`src/rtl/voice_mixer.sv`:
```
// Three-voice mixer: latches voices on a strobe, accumulates them through one
// shared multiplier over three cycles, then emits a saturated 16-bit sample.
//
// state | meaning
// IDLE  | waiting for new_sample_in; latches voices, gain and mute
// MAC0  | accumulate voice 1
// MAC1  | accumulate voice 2
// MAC2  | accumulate voice 3, saturate and register the output sample
// SAT   | sample_out/sample_valid/clip presented for one cycle
module voice_mixer #(
  parameter int GAIN_SHIFT = 4,
  parameter int ACC_W      = 23
) (
  input  logic               clk,
  input  logic               reset_n,
  input  logic               new_sample_in,
  input  logic signed [15:0] wave1,
  input  logic signed [15:0] wave2,
  input  logic signed [15:0] wave3,
  input  logic        [4:0]  gain,
  input  logic        [2:0]  mute,
  input  logic               clr_overrun,
  output logic signed [15:0] sample_out,
  output logic               sample_valid,
  output logic               clip,
  output logic               overrun,
  output logic               busy
);

  typedef enum logic [2:0] {IDLE, MAC0, MAC1, MAC2, SAT} state_t;

  localparam logic signed [ACC_W-1:0] SAT_MAX = {{(ACC_W-15){1'b0}}, 15'h7fff};
  localparam logic signed [ACC_W-1:0] SAT_MIN = {{(ACC_W-15){1'b1}}, 15'h0000};

  state_t                   state_q, state_d;
  logic signed [ACC_W-1:0]  acc_q, acc_d;
  logic signed [15:0]       w1_q, w1_d, w2_q, w2_d, w3_q, w3_d;
  logic        [4:0]        gain_q, gain_d;
  logic        [2:0]        mute_q, mute_d;
  logic signed [15:0]       sample_out_q, sample_out_d;
  logic                     valid_q, valid_d;
  logic                     clip_q, clip_d;
  logic                     overrun_q, overrun_d;

  logic signed [15:0]       mul_wave;
  logic                     mul_mute;
  logic signed [20:0]       mul_a, mul_b, prod;
  logic signed [ACC_W-1:0]  acc_sum, sat_t;
  logic signed [15:0]       sat_val;
  logic                     sat_clip;

  // One multiplier, operand selected by the MAC phase.
  always_comb begin
    mul_wave = w1_q;
    mul_mute = mute_q[0];
    case (state_q)
      MAC1: begin
        mul_wave = w2_q;
        mul_mute = mute_q[1];
      end
      MAC2: begin
        mul_wave = w3_q;
        mul_mute = mute_q[2];
      end
      default: ;
    endcase
    mul_a   = {{5{mul_wave[15]}}, mul_wave};
    mul_b   = {16'b0, gain_q};
    prod    = mul_mute ? 21'sd0 : mul_a * mul_b;
    acc_sum = acc_q + {{(ACC_W-21){prod[20]}}, prod};
    sat_t   = acc_sum >>> GAIN_SHIFT;
    if (sat_t > SAT_MAX) begin
      sat_val  = 16'sh7fff;
      sat_clip = 1'b1;
    end else if (sat_t < SAT_MIN) begin
      sat_val  = 16'sh8000;
      sat_clip = 1'b1;
    end else begin
      sat_val  = sat_t[15:0];
      sat_clip = 1'b0;
    end
  end

  always_comb begin
    state_d      = state_q;
    acc_d        = acc_q;
    w1_d         = w1_q;
    w2_d         = w2_q;
    w3_d         = w3_q;
    gain_d       = gain_q;
    mute_d       = mute_q;
    sample_out_d = sample_out_q;
    valid_d      = 1'b0;
    clip_d       = 1'b0;
    overrun_d    = overrun_q;

    if (clr_overrun)
      overrun_d = 1'b0;
    if (new_sample_in && state_q != IDLE)
      overrun_d = 1'b1;

    case (state_q)
      IDLE: begin
        if (new_sample_in) begin
          w1_d    = wave1;
          w2_d    = wave2;
          w3_d    = wave3;
          gain_d  = gain;
          mute_d  = mute;
          acc_d   = '0;
          state_d = MAC0;
        end
      end
      MAC0: begin
        acc_d   = acc_sum;
        state_d = MAC1;
      end
      MAC1: begin
        acc_d   = acc_sum;
        state_d = MAC2;
      end
      // Final sum is saturated here so the sample is visible during SAT.
      MAC2: begin
        acc_d        = acc_sum;
        sample_out_d = sat_val;
        valid_d      = 1'b1;
        clip_d       = sat_clip;
        state_d      = SAT;
      end
      SAT:     state_d = IDLE;
      default: state_d = IDLE;
    endcase
  end

  always_ff @(posedge clk or negedge reset_n) begin
    if (!reset_n) begin
      state_q      <= IDLE;
      acc_q        <= '0;
      w1_q         <= '0;
      w2_q         <= '0;
      w3_q         <= '0;
      gain_q       <= '0;
      mute_q       <= '0;
      sample_out_q <= '0;
      valid_q      <= 1'b0;
      clip_q       <= 1'b0;
      overrun_q    <= 1'b0;
    end else begin
      state_q      <= state_d;
      acc_q        <= acc_d;
      w1_q         <= w1_d;
      w2_q         <= w2_d;
      w3_q         <= w3_d;
      gain_q       <= gain_d;
      mute_q       <= mute_d;
      sample_out_q <= sample_out_d;
      valid_q      <= valid_d;
      clip_q       <= clip_d;
      overrun_q    <= overrun_d;
    end
  end

  assign sample_out   = sample_out_q;
  assign sample_valid = valid_q;
  assign clip         = clip_q;
  assign overrun      = overrun_q;
  assign busy         = (state_q != IDLE);

endmodule

```
`config.mk`:
```
export PLATFORM = sky130hd
export DESIGN_NAME = voice_mixer
export DESIGN_NICKNAME = d
export VERILOG_FILES = /design/src/rtl/voice_mixer.sv
export SDC_FILE = /design/constraint.sdc
export NUM_CORES = 1
export LEC_CHECK = 0
export BUFFER_PORTS_ARGS = -buffer_cell sky130_fd_sc_hd__buf_2
export CORE_MARGIN = 3
export CORE_UTILIZATION = 45
export CTS_CLUSTER_SIZE = 24
export DETAILED_ROUTE_END_ITERATION = 16
export GPL_TIMING_DRIVEN = 0
export PLACE_DENSITY = 0.76
export SYNTH_ARGS = -nofsm -noshare
export SYNTH_HDL_FRONTEND = slang
export SYNTH_SLANG_ARGS = --single-unit
```
`constraint.sdc`:
```
create_clock -name clk -period 7.4 [get_ports clk]
set_input_delay 0.74 -clock clk [delete_from_list [all_inputs] [get_ports clk]]
set_output_delay 0.74 -clock clk [all_outputs]
set_load 0.005 [all_outputs]
```
==> results by group <==
Synthesis
  • Largest cells by area after synthesis: dfrtp_1 (31%), fa_1 (12%), ha_1 (9.3%)
  • Async set-reset flop share out of synthesis: 100%
  • Main synth FF type: dfrtp_1
  • Synth top area share: 31.2%
  • Post-Syn Area: 8100 um2
  • Post-synthesis sequential area ratio: 31.2%
  • Number of synthesized flops with an enable pin: 0
  • Post-synthesis register bit count: 101
  • Cells after synthesis: 811
  • Synth unique cells: 62
  • Avg Cell Area, Syn: 9.99 um2
  • Syn Nets: 980
  • Synth area leader: dfrtp_1
  • Synth warn: 0

Layout
  • Commonest non-fill, non-tap cell in the layout: dfrtp_1
  • NumNets Final: 1,086
  • Layout Utilization: 53.9%
  • Most frequent cells in the layout: dfrtp_1 (101), inv_1 (88), buf_2 (80)
  • Final instance area: 9430 um2
  • Layout cells sized above 1: 23.9%
  • Non-filler cells, final: 1,147
  • Area Overhead vs Synth: 16.3%
  • Antenna Cells: 0

Worst hold path
  • HP Class: in2async

Setup path
  • Crit path capture type: flip-flop
  • Critical path's largest stage delay: 0.54 ns
  • WP data arrival: 7.30 ns
  • WP data required: 7.61 ns
  • Slowest-stage cell, CP: fa_1
  • Worst Setup Path Type: reg2reg
  • Critical Path Fanout Max: 10
  • Worst Setup Start Kind: flip-flop

CTS
  • Clk sinks: 101
  • H-tree depth: 3
  • Clock-pin transition on the worst setup and hold timing paths: 0.07 ns
  • CTS tree: built
  • Worst-skew pair later-pin latency: 0.36 ns
  • Clock root buffer: clkbuf_16
  • CTS Buf Count: 9
  • Hold-fix buffers, CTS: 0
  • Maximum root-to-sink buffer count: 2

Routing
  • Antenna-violating nets left: 0
  • DR DRC count: 0
  • DRT iter0 DRCs: 322
  • Via count: 6,107
  • Average wire per standard cell: 15.5 um
  • DRT Pass-1 Iters: 4
  • Vias per cell: 5.32
  • Post-Route WL: 17,800 um

Die
  • Overall die height: 140 um
  • Ports: 80
  • Initial Utilization: 46.4%
  • Core box area: 17,500 um2
  • Rows: 48
  • Die Span X: 140 um
  • DIE AREA: 19,700 um2

Placement
  • Dpl ws: -1.25 ns
  • GP Congestion: 0.914
  • Placed Area: 8810 um2
  • # placed instances: 1,116
  • Post-DP HPWL: 13,600 um
  • IO Port Bufs: 79

Timing
  • Final setup viols: 0
  • Final Hold Vio Count: 0
  • Clock Skews: 0.0127 ns
  • Crit path time final: 7.09 ns
  • Final Worst Setup Slack: 0.310 ns
  • Max Clock Freq: 0.141 GHz
  • Pins Over Slew Limit: 0
  • Slew of the pin with the lowest slew margin: 0.708 ns
  • Max_slew headroom: 52.8%
  • Crit share post-route: 95.8%

Global route
  • Initial antenna violation count: 0
  • Number of global-route vias before repair: 6,222
  • First-pass GRT wire length: 29,400 um
  • Largest net degree at the start of global routing: 63
  • Global route overflow: 0
  • GRT Overall Usage: 18.2%

Flow run
  • Max Cap Viol: 0

Status
  • Status: finished clean
sequential cells by signal, summed over array words and instances, names as in the netlist, 3 cells and up:
register	count
acc_q	23
sample_out	16
w1_q	16
w2_q	16
w3_q	16
gain_q	5
mute_q	3
state_q	3
per-layer routing:
layer | track usage, % | wire [um]
met3 | 3.14 | 807
met5 | 0 | 0
met2 | 30.1 | 8720
met1 | 24.2 | 7890
met4 | 6.48 | 375
Yosys cell counts (all sizes together) (2+ instances only):
library cell	number
and4	2
o21a	3
nor3b	3
o311ai	16
o21bai	4
mux2i	18
buf	11
o21ai	36
mux2	55
or3	3
inv	88
o211ai	6
a211oi	8
clkbuf	13
a21oi	45
fa	49
dfrtp	101
xor2	12
nor2b	73
a22o	5
xnor2	24
a2111oi	2
nand4	3
o221ai	2
nand2	60
nand2b	6
a21o	15
and2	4
a21boi	2
nor3	7
ha	60
a31oi	2
nor2	48
nand3	9
o31ai	3
cell type report:
class	count	area, um2
inverter	88	330
sequential	101	2530
tap	225	282
fill	1517	8050
clock buffer	10	229
timing repair buffer	95	546
clock inverter	6	73.8
buffer	26	158
multi-input combinational	596	5280
cells by family after synthesis:
logic type | Yosys count | synth area share (%)
buffers and inverters | 114 | 5.68
XOR/XNOR | 38 | 4.76
flip-flops | 101 | 31.2
AO/OA/AOI/OAI | 156 | 13.6
AND/OR/NAND/NOR | 220 | 13.6
adder cells (fa/ha/maj) | 109 | 21.4
multiplexers | 73 | 9.87
what timing repair did:
action,in CTS,in global routing
setup buffers,5,9
gates cloned,0,1
endpoints found under the setup margin,27,18
pin swaps,2,12
gates resized for setup,26,23
worst max-delay path: cells and delay by family (launching register included):
family	cells	cell delay, ns
AO/OA/AOI/OAI	11	2.64
adder cells (fa/ha/maj)	5	2.28
AND/OR/NAND/NOR	6	0.65
buffers and inverters	5	0.58
flip-flops	1	0.41
multiplexers	1	0.23
XOR/XNOR	1	0.17
per-stage QoR:
stage	setup TNS, ns	hold WS (ns)
after global routing	-0.0777	0.410
after detailed placement	-23.99	0.481
after floorplan	0	0.444
after global placement	-24.01	0.462
final	0	0.374
after CTS	0	0.386
path summary, 6_finish.rpt:
kind	from	end	slack, ns	cells after the start
max	state_q[0]	sample_out[8]	0.31	29
min	reset_n	sample_out[15]	0.37	1
max reg2reg	state_q[0]	sample_out[8]	0.31	29
min reg2reg	acc_q[18]	acc_q[18]	0.49	2
max in group asynchronous	reset_n	w2_q[7]	6.34	2
min in group clk	acc_q[18]	acc_q[18]	0.49	2
Power is left out: the tool's default activity adds up to more than one toggle a clock period on the data nets, which glitch-free logic cannot reach.
